$ cat config.mk
export PLATFORM = sky130hd
export DESIGN_NAME = dm_ctrl_flat
export DESIGN_NICKNAME = d
export VERILOG_FILES = /design/src/rtl/dm_ctrl_if.sv /design/src/rtl/dm_ctrl.sv /design/src/flat_wrapper.sv
export SDC_FILE = /design/constraint.sdc
export NUM_CORES = 1
export LEC_CHECK = 0
export ABC_AREA = 0
export CAP_MARGIN = 15
export CORE_ASPECT_RATIO = 0.6
export CORE_UTILIZATION = 41
export CTS_BUF_LIST = sky130_fd_sc_hd__clkbuf_2
export CTS_CLUSTER_DIAMETER = 30
export CTS_CLUSTER_SIZE = 20
export DETAILED_ROUTE_END_ITERATION = 12
export PLACE_DENSITY = 0.9
export SYNTH_ARGS = -nofsm -noshare
export SYNTH_HDL_FRONTEND = slang
export SYNTH_SLANG_ARGS = --single-unit
export TNS_END_PERCENT = 30
$ cat constraint.sdc
create_clock -name clk -period 4.6 [get_ports clk]
set_input_delay 0.92 -clock clk [delete_from_list [all_inputs] [get_ports clk]]
set_output_delay 0.92 -clock clk [all_outputs]
set_load 0.05 [all_outputs]
$ cat src/rtl/dm_ctrl_if.sv
// dm_ctrl_if: external data-memory port (req/gnt/rvalid handshake).
// master = access controller, slave = memory.
interface dm_ctrl_if #(
    parameter int ADDR_W = 32,
    parameter int DATA_W = 32
);
    logic              ext_req;
    logic              ext_we;
    logic [ADDR_W-1:0] ext_addr;
    logic [DATA_W-1:0] ext_wdata;
    logic              ext_gnt;
    logic              ext_rvalid;
    logic [DATA_W-1:0] ext_rdata;

    modport master (
        output ext_req,
        output ext_we,
        output ext_addr,
        output ext_wdata,
        input  ext_gnt,
        input  ext_rvalid,
        input  ext_rdata
    );

    modport slave (
        input  ext_req,
        input  ext_we,
        input  ext_addr,
        input  ext_wdata,
        output ext_gnt,
        output ext_rvalid,
        output ext_rdata
    );
endinterface

$ cat src/rtl/dm_ctrl.sv
// dm_ctrl: MEM-stage data-memory access controller driving the dst-mux load data.
// Optional watchdog timer enabled by defining DM_TIMEOUT_EN.
module dm_ctrl #(
    parameter int ADDR_W  = 32,
    parameter int DATA_W  = 32,
    parameter int TIMEOUT = 255
) (
    input  logic              clk,
    input  logic              rst,
    input  logic              dm_re,
    input  logic              dm_we,
    input  logic [ADDR_W-1:0] addr,
    input  logic [DATA_W-1:0] wr_data,
    output logic [DATA_W-1:0] mem_data,
    output logic              stall,
    output logic              err,
    dm_ctrl_if.master         ext
);
    localparam logic [1:0] S_IDLE = 2'd0;
    localparam logic [1:0] S_REQ  = 2'd1;
    localparam logic [1:0] S_WAIT = 2'd2;
    localparam logic [1:0] S_DONE = 2'd3;

    logic [1:0] state;
    logic [1:0] state_nxt;
    logic       acc;
    logic       tmo;

    assign acc = dm_re | dm_we;

`ifdef DM_TIMEOUT_EN
    localparam int TW = $clog2(TIMEOUT + 1);

    logic [TW-1:0] timer;

    // Fires on the TIMEOUT-th cycle spent in REQ+WAIT.
    assign tmo = ((state == S_REQ) || (state == S_WAIT)) &&
                 (timer == TW'(TIMEOUT - 1));

    always_ff @(posedge clk or posedge rst) begin
        if (rst) begin
            timer <= '0;
        end else if (state == S_IDLE) begin
            timer <= '0;
        end else if ((state == S_REQ) || (state == S_WAIT)) begin
            timer <= timer + 1'b1;
        end
    end

    always_ff @(posedge clk or posedge rst) begin
        if (rst) begin
            err <= 1'b0;
        end else begin
            err <= tmo && !((state == S_REQ) && ext.ext_gnt)
                       && !((state == S_WAIT) && ext.ext_rvalid);
        end
    end
`else
    assign tmo = 1'b0;
    assign err = 1'b0;
`endif

    always_comb begin
        state_nxt = state;
        unique case (1'b1)
            (state == S_IDLE): begin
                if (acc) state_nxt = S_REQ;
            end
            (state == S_REQ): begin
                if (ext.ext_gnt) state_nxt = ext.ext_we ? S_DONE : S_WAIT;
                else if (tmo)    state_nxt = S_DONE;
            end
            (state == S_WAIT): begin
                if (ext.ext_rvalid || tmo) state_nxt = S_DONE;
            end
            (state == S_DONE): begin
                state_nxt = S_IDLE;
            end
            default: state_nxt = S_IDLE;
        endcase
    end

    assign stall = ((state == S_IDLE) && acc) ||
                   (state == S_REQ) || (state == S_WAIT);

    always_ff @(posedge clk or posedge rst) begin
        if (rst) begin
            state         <= S_IDLE;
            ext.ext_req   <= 1'b0;
            ext.ext_we    <= 1'b0;
            ext.ext_addr  <= '0;
            ext.ext_wdata <= '0;
            mem_data      <= '0;
        end else begin
            state <= state_nxt;
            unique case (1'b1)
                (state == S_IDLE): begin
                    if (acc) begin
                        ext.ext_req   <= 1'b1;
                        ext.ext_we    <= dm_we;
                        ext.ext_addr  <= addr;
                        ext.ext_wdata <= wr_data;
                    end
                end
                (state == S_REQ): begin
                    if (ext.ext_gnt) begin
                        ext.ext_req <= 1'b0;
                    end else if (tmo) begin
                        ext.ext_req <= 1'b0;
                        if (!ext.ext_we) mem_data <= '0;
                    end
                end
                (state == S_WAIT): begin
                    if (ext.ext_rvalid) mem_data <= ext.ext_rdata;
                    else if (tmo)       mem_data <= '0;
                end
                default: ;
            endcase
        end
    end
endmodule

$ cat src/flat_wrapper.sv
// flat-port wrapper written by rule: the top's interface ports become plain ports
module dm_ctrl_flat 
#(
    parameter int ADDR_W  = 32,
    parameter int DATA_W  = 32,
    parameter int TIMEOUT = 255
)
  (clk, rst, dm_re, dm_we, addr, wr_data, mem_data, stall, err, ext_ext_req, ext_ext_we, ext_ext_addr, ext_ext_wdata, ext_ext_gnt, ext_ext_rvalid, ext_ext_rdata);
  dm_ctrl_if #(.ADDR_W(ADDR_W), .DATA_W(DATA_W)) ext_i ();
  input  logic clk;
  input  logic rst;
  input  logic dm_re;
  input  logic dm_we;
  input  logic [ADDR_W-1:0] addr;
  input  logic [DATA_W-1:0] wr_data;
  output logic [DATA_W-1:0] mem_data;
  output logic stall;
  output logic err;
  output wire logic [$bits(ext_i.ext_req)-1:0] ext_ext_req;
  output wire logic [$bits(ext_i.ext_we)-1:0] ext_ext_we;
  output wire logic [$bits(ext_i.ext_addr)-1:0] ext_ext_addr;
  output wire logic [$bits(ext_i.ext_wdata)-1:0] ext_ext_wdata;
  input wire logic [$bits(ext_i.ext_gnt)-1:0] ext_ext_gnt;
  input wire logic [$bits(ext_i.ext_rvalid)-1:0] ext_ext_rvalid;
  input wire logic [$bits(ext_i.ext_rdata)-1:0] ext_ext_rdata;
  assign ext_ext_req = ext_i.ext_req;
  assign ext_ext_we = ext_i.ext_we;
  assign ext_ext_addr = ext_i.ext_addr;
  assign ext_ext_wdata = ext_i.ext_wdata;
  assign ext_i.ext_gnt = ext_ext_gnt;
  assign ext_i.ext_rvalid = ext_ext_rvalid;
  assign ext_i.ext_rdata = ext_ext_rdata;
  dm_ctrl #(.ADDR_W(ADDR_W), .DATA_W(DATA_W), .TIMEOUT(TIMEOUT)) u_core (.clk(clk), .rst(rst), .dm_re(dm_re), .dm_we(dm_we), .addr(addr), .wr_data(wr_data), .mem_data(mem_data), .stall(stall), .err(err), .ext(ext_i));
endmodule
* Yosys cells after proc, flatten, opt, wreduce, memory -nomap -nowiden
Index checks and enable logic that the tools add are counted.
Word-level totals: output and inout port bits 100, bits in writable memories 0, input bits 102, flip-flop bits (word level) 100, memories 0, bits in latches 0, memory bits (read-only) 0
Cells by class: div/mod/pow operators 0, $mul 0, muxes and demuxes 8, reduce and logical (&&, ||, !) cells 9, $add $sub $neg 0, magnitude comparators 0, bitwise gates (word level) 1, eq/ne operators 5, shifts and indexed selects 0
Operator list (number):
- $mux 2 | 3
- $pmux 2 s3 | 1
- $reduce_and 3->1 | 2
- $ne 2x2->1 const B | 2
- $reduce_and 2->1 | 2
- $mux 1 | 3
- $eq 2x1->1 const B | 1
- $eq 2x2->1 const B | 1
- $logic_not 2->1 | 1
- $logic_or 1x1->1 | 2
- $ne 2x1->1 const B | 1
- $pmux 1 s2 | 1
- $reduce_bool 2->1 | 1
- $logic_and 1x1->1 | 1
- $or 1x1->1 | 1

* Depth between registers and ports, before layout
Gate-level depths: netlist of run 1.
depth after elaboration 4, gate-level depth with buffers 7, depth with buffers taken out 5

* Least setup slack after synthesis of run 1
OpenSTA, ideal clock, no wires.
path type input to output, start point input dm_we, end point output stall, stages 4, path slack 1.989 ns, data arrival time 1.691 ns, path through o21ai_2 -> buf_6 -> buf_6 -> nand2_1
On the way: cells in the longest elaborated chain, start to end 4
RTL lines:
- start, declared | line flat_wrapper.sv:13 | input logic dm_we;
- $or 1x1->1 | line dm_ctrl.sv:29 | assign acc = dm_re | dm_we;
- $logic_and 1x1->1 | line dm_ctrl.sv:83 | assign stall = ((state == S_IDLE) && acc) ||
- $logic_or 1x1->1 | line dm_ctrl.sv:83
- $logic_or 1x1->1 | line dm_ctrl.sv:84 | (state == S_REQ) || (state == S_WAIT);
- end, declared | line flat_wrapper.sv:17 | output logic stall;
No other way between the ends.

* Worst setup path after layout of run 1
Ends and elaborated chain as after synthesis.

==> results.md, run 1 <==
- Initial DRC Count: 95
- Worst R2R Path Depth: 5
- CTS sink count: 100
- Synth area leaders: dfrtp_1 63%, mux2_2 17%, mux2_4 14%, ha_1 1.6%, buf_6 1.4%
- Top-area cell type share of the netlist area: a little over three fifths
- Crit path from: dm_we
- Synthesized flop and latch total: 100
- WL met2: between 4 and 5 mm
- Final setup violation count: 0
- Area grow syn2layout: 56.2%
- DRC: 0
- Setup bufs post-CTS: 0
- Syn_area_per_cell: about 17 um^2
- Share of layout cells above drive strength 1: approximately a quarter
- CP arrival: about 2500 ps
- GRT Overall Usage: about 20%
- TritonCTS Buffers: 9
- Post-synth EDFFs: 0
- DR vias: around 2700
- Post-layout nets: 547
- Metal1 wirelength: approximately 4 mm
- CP Data Required Time: 3680 ps
- Synthesized cell area: about 0.0040 mm^2
- FILL cells: 681
- Fmax: between 200 and 300 MHz
- DIE HEIGHT: between 70 and 80 um
- Clk buf depth: 2
- Synth Flop Type: dfrtp_1
- R2r setup slk: about 2400 ps
- Ports: 202
- Wire per inst: roughly 17 um
- Slew at the pin closest to its max-slew limit: about 1000 ps
- Core area: approximately 0.0093 mm^2
- Synthesized netlist cell count: about 240
- Rows: 27
- Vias in the first global route: 2937
- DIE AREA: a little over 0.01 mm^2
- Critical path fanouts, max: 5
- Crit Path Category: primary input to output port
- Synth area leader: dfrtp_1
- HPWL Detailed: a little over 7 mm
- RSZ-0062 raised after global routing: no
- Antenna Nets Post-Route: 0
- Seq/Total Area, Yosys: between 60% and 70%
- Syn. warnings: 0
- Top sig layer: met4
- Fin crit share: roughly three quarters
- TritonCTS clock tree: yes
- Drt first pass iters: 4
- Root Driver: clkbuf_2
- Worst setup path end: stall
- Die X: between 100 and 150 um
- Global-route wire length before repair: 15.4 mm
- Clock Latency Late Sink: approximately 540 ps
- Post-Place Cells: around 560
- HP Class: flop to flop
- Clock slew at reported path FFs: ~240 ps
- GPL Wtd Cong: slightly below 0.7
- Crit path time final: around 3400 ps
- Post-Syn Nets: approximately 340
- Hold Fails Final Rpt: 0
- ANT cells: 0
- Total gr overflow: 0
- Setup tns final: 0 ps
- CP Capture Type: output port
- Relative slew slack: a little under a third
- Run status: finished clean
- Most common cell in the netlist: dfrtp_1
- Pin count of the biggest net entering global routing: 78
- CP Launch Type: primary input
- Post-CTS sizing: 0
- H-tree depth: 3
- Clk_skew: 15.7 ps
- Initial antenna violation count: 0
- Slew Limit Fails: 0
- MaxCap Viol Count: 0
- Fin cells: 574
- Metal3 WL: about 980 um
- Post-layout util: about two thirds
- Count of input and output buffers: 200
- Worst R2R End: u_core.ext.ext_addr[22]
- Drt via density: between 4 and 5
- RR Startpoint: u_core.state[0]
- Synth top cells by count: 100 x dfrtp_1, 60 x mux2_2, 38 x mux2_4, 8 x nand2_1
- Hold buffers post-CTS: 0
- Async set or reset register ratio after synthesis: 100%
- Routed WL: between 9 and 10 mm
- Initial Util: approximately 43%
- Unique masters post-synth: 16
cell usage in the layout, fill, tap and decap left out:
master,Yosys,final
o311ai_0,1,1
clkinvlp_4,0,1
nor2_1,3,3
o21ai_0,1,1
a222oi_1,1,1
inv_4,0,1
mux2_2,60,60
inv_6,0,1
clkdlybuf4s50_1,0,200
clkinv_4,0,1
buf_4,1,4
a211oi_1,1,1
conb_1,1,1
clkinv_1,0,1
inv_1,5,4
clkbuf_2,0,9
bufinv_16,0,2
dfrtp_1,100,100
nand2_1,8,8
o21ai_4,0,1
mux2_4,38,38
ha_1,5,5
flip-flops by register name (all words and copies together) (netlist names):
name                  flops
u_core.ext.ext_wdata     32
u_core.mem_data          32
u_core.state              2
u_core.ext.ext_req        1
u_core.ext.ext_we         1
u_core.ext.ext_addr      32
final cells by class:
type	instances	area (um^2)	area share [%]
well taps	130	163	2.60
clock inverters	6	88.8	1.42
repair buffers	204	2030	32.5
inverters	5	21.3	0.340
multi-input cells	120	1400	22.4
clock buffers	9	45.0	0.720
flip-flops and latches	100	2500	40.0
layer usage:
metal,vias to the layer above,global-route usage (%)
met5,-,0
met2,123,33.3
met3,12,8.73
li1,1221,-
met4,0,5.12
met1,1312,24.1
cells by family after synthesis:
family	synth area share, %
AND/OR/NAND/NOR	1.03
other	0.0937
buffers and inverters	2.69
adder cells (fa/ha/maj)	1.56
multiplexers	31.1
flip-flops	62.5
AO/OA/AOI/OAI	1.00
critical path: stages:
cell and delay, ps:
clkdlybuf4s50_1 580, o21ai_4 90, nand2_1 60, clkdlybuf4s50_1 790
how the worst min path moves through the flow:
stage,from,to,slack (ps),cells past startpoint
global placement,u_core.mem_data[10],u_core.mem_data[10],490,1
global route,u_core.mem_data[10],u_core.mem_data[10],560,1
floorplan,u_core.state[1],u_core.state[1],530,1
finish,u_core.ext.ext_addr[21],u_core.ext.ext_addr[21],540,1
detailed placement,u_core.ext.ext_addr[23],u_core.ext.ext_addr[23],490,1
CTS,u_core.ext.ext_addr[13],u_core.ext.ext_addr[13],550,1
through the flow:
stage          hold WS, ps  setup slack (ps)  area, um^2
2_1_floorplan          534              1060        4000
3_3_place_gp           487              1250        6120
3_5_place_dp           492              1250        6120
4_1_cts                545              1240        6250
5_1_grt                557              1180        6250
6_report               540              1230        6250
Power of run 1 is not shown: default switching activity piles up to over one toggle a cycle in this logic, so the estimate is an artifact.
==> inputs of run 2 (changes only) <==
--- a/config.mk
+++ b/config.mk
@@ -8,12 +8,12 @@
 export ABC_AREA = 0
 export CAP_MARGIN = 15
 export CORE_ASPECT_RATIO = 0.6
-export CORE_UTILIZATION = 41
+export CORE_UTILIZATION = 37
 export CTS_BUF_LIST = sky130_fd_sc_hd__clkbuf_2
 export CTS_CLUSTER_DIAMETER = 30
 export CTS_CLUSTER_SIZE = 20
 export DETAILED_ROUTE_END_ITERATION = 12
-export PLACE_DENSITY = 0.9
+export PLACE_DENSITY = 0.86
 export SYNTH_ARGS = -nofsm -noshare
 export SYNTH_HDL_FRONTEND = slang
 export SYNTH_SLANG_ARGS = --single-unit
==> constraint.sdc (replaced) <==
create_clock -name clk -period 2.8 [get_ports clk]
set_input_delay 0.56 -clock clk [delete_from_list [all_inputs] [get_ports clk]]
set_output_delay 0.56 -clock clk [all_outputs]
set_load 0.05 [all_outputs]
==> results.md, run 2 (synthesized netlist as in run 1, its figures left out) <==
- Drt first pass iters: 4 (unchanged)
- GPL Wtd Cong: 0.770 (+12%)
- Clk_skew: 18.9 ps (+3.19 ps)
- TritonCTS Buffers: 9 (unchanged)
- Clock Latency Late Sink: 540 ps (about the same)
- DIE AREA: 0.0113 mm^2 (+11%)
- Largest regs: u_core.ext.ext_addr: 32 flops, u_core.ext.ext_wdata: 32 flops, u_core.mem_data: 32 flops
- GRT Overall Usage: 16.9% (-3.2 points)
- Run status: finished clean
- HPWL Detailed: 6.90 mm (-5.2%)
- RSZ-0062 raised after global routing: no
- Hold Fails Final Rpt: 0 (unchanged)
- Pin count of the biggest net entering global routing: 101 (+29%)
- RR Startpoint: u_core.state[0]
- Fmax: roughly 420 MHz
- Die X: 136 um (+5.2%)
- HP Class: primary input to asynchronous set/reset pin
- Post-layout nets: 546 (-0.18%)
- Initial antenna violation count: 0 (unchanged)
- CP Data Required Time: 2240 ps (-1440 ps)
- Critical path fanouts, max: 3 (-2)
- Final setup violation count: 0 (unchanged)
- MaxCap Viol Count: 0 (unchanged)
- Initial DRC Count: 73 (-23%)
- Crit-path cells: clkdlybuf4s50_1
- Crit Path Category: flop to output port
- Slew at the pin closest to its max-slew limit: 556 ps (-488 ps)
- Setup tns final: 0 ps (unchanged)
- DR vias: 2683 (+0.56%)
- Crit path from: u_core.ext.ext_req
- Fin crit share: a little under nine tenths
- FILL cells: 739 (+8.5%)
- Worst R2R Path Depth: 5 (unchanged)
- Post-CTS sizing: 0 (unchanged)
- DIE HEIGHT: 82.6 um (+5.1%)
- Setup bufs post-CTS: 0 (unchanged)
- DRC: 0 (unchanged)
- Fin worst setup slack: 413 ps (-819 ps)
- Antenna Nets Post-Route: 0 (unchanged)
- Count of input and output buffers: 200 (unchanged)
- Share of layout cells above drive strength 1: 26.6% (+0.060 points)
- Clk buf depth: 2 (unchanged)
- Initial Util: 39.3% (-3.7 points)
- Place WS: 565 ps (-680 ps)
- Top delay family on crit path: buffers and inverters
- Area grow syn2layout: 57.2%
- CTS sink count: 100 (unchanged)
- Hold buffers post-CTS: 0 (unchanged)
- CP arrival: 1830 ps (-620 ps)
- CP Capture Type: output port
- Ports: 202 (unchanged)
- TritonCTS clock tree: yes
- CP Depth: 1 (-3)
- Slew Limit Fails: 0 (unchanged)
- Clock slew at reported path FFs: 260 ps (+20 ps)
- R2r setup slk: 1020 ps (-1350 ps)
- Global-route wire length before repair: 14.3 mm (-7.4%)
- CP Launch Type: flop
- Crit path time final: between 2000 and 2500 ps
- Buf/Inv on CP: 1 (-1)
- Slowest cell on crit path: clkdlybuf4s50_1
- Relative slew slack: 62.8% (+32 points)
- Drt via density: 4.64 (-0.13%)
- Vias in the first global route: 2767 (-5.8%)
- ANT cells: 0 (unchanged)
- Wire per inst: 16.2 um (-3.5%)
- Commonest non-fill, non-tap cell in the layout: clkdlybuf4s50_1
- Worst setup path end: ext_ext_req
- H-tree depth: 3 (unchanged)
- Root Driver: clkbuf_2
- Rows: 28 (+3.7%)
- Core area: 0.0102 mm^2 (+9.3%)
- Most frequent cells in the layout: 199 x clkdlybuf4s50_1, 100 x dfrtp_1, 60 x mux2_2, 38 x mux2_4, 10 x clkbuf_2
- Total gr overflow: 0 (unchanged)
- Slowest cell delay on critical path: 850 ps (+60 ps)
- Routed WL: 9.39 mm (-2.8%)
- Worst R2R End: u_core.ext.ext_addr[19]
-- run 2: per-layer routing --
metal / routed length, um / up-vias / share of wire [%] / GRT usage [%]
met5: 0 / - / 0 / 0
li1: - / 1220 / - / -
met4: 87 / 0 / 0.93 / 4.67
met1: 3930 / 1321 / 42 / 20.8
met3: 1110 / 9 / 12 / 8.42
met2: 4260 / 133 / 45 / 26.3
-- run 2: metrics by stage --
stage          util (%)  hold WS, ps  std cells  cell area (um^2)
2_1_floorplan         -          534        236              4010
3_3_place_gp       60.2          486        563              6140
3_5_place_dp       60.2          492        563              6140
4_1_cts            61.7          451        578              6290
5_1_grt            61.7          450        578              6290
6_report           61.7          479        578              6290
-- run 2: final cells by class --
cell class / count / area, um^2 / share of cell area [%]
sequential: 100 / 2500 / 39.8
timing repair buffer: 203 / 2050 / 32.5
multi-input combinational: 120 / 1400 / 22.3
tap: 135 / 169 / 2.68
clock inverter: 5 / 101 / 1.61
clock buffer: 10 / 50.0 / 0.795
inverter: 5 / 22.5 / 0.358
-- run 2: worst min-delay path by stage --
stage                              from                  endpoint  cells past startpoint
floorplan               u_core.state[1]           u_core.state[1]                      1
global placement     u_core.mem_data[3]        u_core.mem_data[3]                      1
detailed placement  u_core.mem_data[21]       u_core.mem_data[21]                      1
CTS                                 rst  u_core.ext.ext_wdata[23]                      3
global route                        rst        u_core.mem_data[3]                      3
finish                              rst        u_core.mem_data[3]                      3
Power of run 2 is left out for the same reason.
==> inputs of run 3 (changes only) <==
--- a/config.mk
+++ b/config.mk
@@ -7,7 +7,7 @@
 export LEC_CHECK = 0
 export ABC_AREA = 0
 export CAP_MARGIN = 15
-export CORE_ASPECT_RATIO = 0.6
+export CORE_ASPECT_RATIO = 1.25
 export CORE_UTILIZATION = 37
 export CTS_BUF_LIST = sky130_fd_sc_hd__clkbuf_2
 export CTS_CLUSTER_DIAMETER = 30
@@ -17,4 +17,4 @@
 export SYNTH_ARGS = -nofsm -noshare
 export SYNTH_HDL_FRONTEND = slang
 export SYNTH_SLANG_ARGS = --single-unit
-export TNS_END_PERCENT = 30
+export TNS_END_PERCENT = 1
==> results.md, run 3 (synthesized netlist as in run 1, its figures left out) <==
- Metal3 WL: 548 um (-51%)
- HPWL Detailed: 6.85 mm (-0.66%)
- CP Launch Type: flop
- Drt first pass iters: 4 (unchanged)
- Total gr overflow: 0 (unchanged)
- Pin count of the biggest net entering global routing: 101 (unchanged)
- Clk_skew: 43.3 ps (+24.4 ps)
- Most frequent cells in the layout: 199 x clkdlybuf4s50_1, 100 x dfrtp_1, 60 x mux2_2, 38 x mux2_4, 11 x clkbuf_2
- Slowest cell delay on critical path: 830 ps (-20 ps)
- DRC: 0 (unchanged)
- Crit Path Category: flop to output port
- Antenna Nets Post-Route: 0 (unchanged)
- Post-layout nets: 547 (+0.18%)
- CP Capture Type: output port
- Buf/Inv on CP: 1 (unchanged)
- Root Driver: clkbuf_2
- Top delay family on crit path: buffers and inverters
- Setup bufs post-CTS: 0 (unchanged)
- Share of layout cells above drive strength 1: 27.2% (+0.55 points)
- CP arrival: 1840 ps (about the same)
- Initial antenna violation count: 1 (+1)
- Clock slew at reported path FFs: 290 ps (+30 ps)
- HP Class: primary input to asynchronous set/reset pin
- Initial DRC Count: 72 (-1.4%)
- Hold buffers post-CTS: 0 (unchanged)
- Routed WL: 9.34 mm (-0.50%)
- Ports: 202 (unchanged)
- Count of input and output buffers: 200 (unchanged)
- Clk buf depth: 2 (unchanged)
- RSZ-0062 raised after global routing: no
- Top sig layer: met4
- Clock Latency Late Sink: 570 ps (+30 ps)
- Relative slew slack: 63.7% (+0.86 points)
- GRT Overall Usage: 17.6% (+0.68 points)
- Hold Fails Final Rpt: 0 (unchanged)
- Post-CTS sizing: 0 (unchanged)
- WL met2: 5.05 mm (+18%)
- Setup tns final: 0 ps (unchanged)
- Crit-path cells: clkdlybuf4s50_1
- Initial Util: 37.9% (-1.4 points)
- Global-route wire length before repair: 14.9 mm (+4.5%)
- Slowest cell on crit path: clkdlybuf4s50_1
- Drt via density: 4.66 (+0.41%)
- Slew Limit Fails: 0 (unchanged)
- DIE HEIGHT: 118 um (+43%)
- Commonest non-fill, non-tap cell in the layout: clkdlybuf4s50_1
- Slew at the pin closest to its max-slew limit: 543 ps (-12.8 ps)
- TritonCTS clock tree: yes
- Metal1 wirelength: 3.45 mm (-12%)
- Critical path fanouts, max: 2 (-1)
- DR vias: 2694 (+0.41%)
- Final setup violation count: 0 (unchanged)
- Area grow syn2layout: 56.8%
- Vias in the first global route: 2967 (+7.2%)
- Run status: finished clean
- DIE AREA: 0.0112 mm^2 (about the same)
- Die X: 95.0 um (-30%)
- Fmax: 416 MHz (-0.71%)
- TritonCTS Buffers: 9 (unchanged)
- CP Data Required Time: 2240 ps (about the same)
- Wire per inst: 16.2 um (-0.50%)
- CTS sink count: 100 (unchanged)
- Post-layout util: 59.4% (-2.3 points)
- MaxCap Viol Count: 0 (unchanged)
- Crit path time final: 2400 ps (+17.1 ps)
- H-tree depth: 3 (unchanged)
- Fin crit share: 85.9% (+0.61 points)
- GPL Wtd Cong: 0.854 (+11%)
- Core area: 0.0106 mm^2 (+3.6%)
- Largest regs: u_core.ext.ext_addr: 32 flops, u_core.ext.ext_wdata: 32 flops, u_core.mem_data: 32 flops
- Rows: 42 (+50%)
## run 3: cell types whose count changed in the layout (fill, tap and decap cells not counted), sizes merged
cell,before,now
diode,0,1
bufinv,3,1
clkbuf,10,11
clkinvlp,2,3
buf,4,5
clkinv,1,2
## run 3: final timing paths
| path | startpoint | endpoint | slack [ps] | cells after the start |
|---|---|---|---|---|
| worst max-delay path | u_core.ext.ext_wdata[16] | ext_ext_wdata[16] | 400 | 1 |
| worst min-delay path | rst | u_core.ext.ext_wdata[9] | 450 | 3 |
| worst max register to register | u_core.state[0] | u_core.mem_data[20] | 1110 | 5 |
| worst min register to register | u_core.ext.ext_addr[5] | u_core.ext.ext_addr[5] | 540 | 1 |
| max in group asynchronous | rst | u_core.ext.ext_we | 1940 | 3 |
| min in group clk | u_core.ext.ext_addr[5] | u_core.ext.ext_addr[5] | 540 | 1 |
## run 3: area by class of cell
| cell class | count | area (um^2) |
|---|---|---|
| flip-flops and latches | 100 | 2500 |
| clock inverters | 5 | 62.6 |
| diodes | 1 | 2.50 |
| inverters | 5 | 22.5 |
| repair buffers | 204 | 2070 |
| clock buffers | 11 | 55.1 |
| well taps | 132 | 165 |
| fillers | 813 | 4280 |
| multi-input cells | 120 | 1400 |
## run 3: through the flow
stage / std cells / area [um^2] / setup slack [ps] / hold WS (ps)
after floorplan: 236 / 4010 / 887 / 534
after global placement: 561 / 6160 / 648 / 485
after detailed placement: 561 / 6160 / 629 / 491
after CTS: 577 / 6280 / 334 / 405
after global routing: 578 / 6280 / 287 / 396
final: 578 / 6280 / 396 / 451
## run 3: layer usage
metal	global-route usage, %	vias up
met1	19.4	1331
li1	-	1225
met2	30.5	116
met4	10.2	0
met3	3.67	22
met5	0	-
Power of run 3 is left out for the same reason.
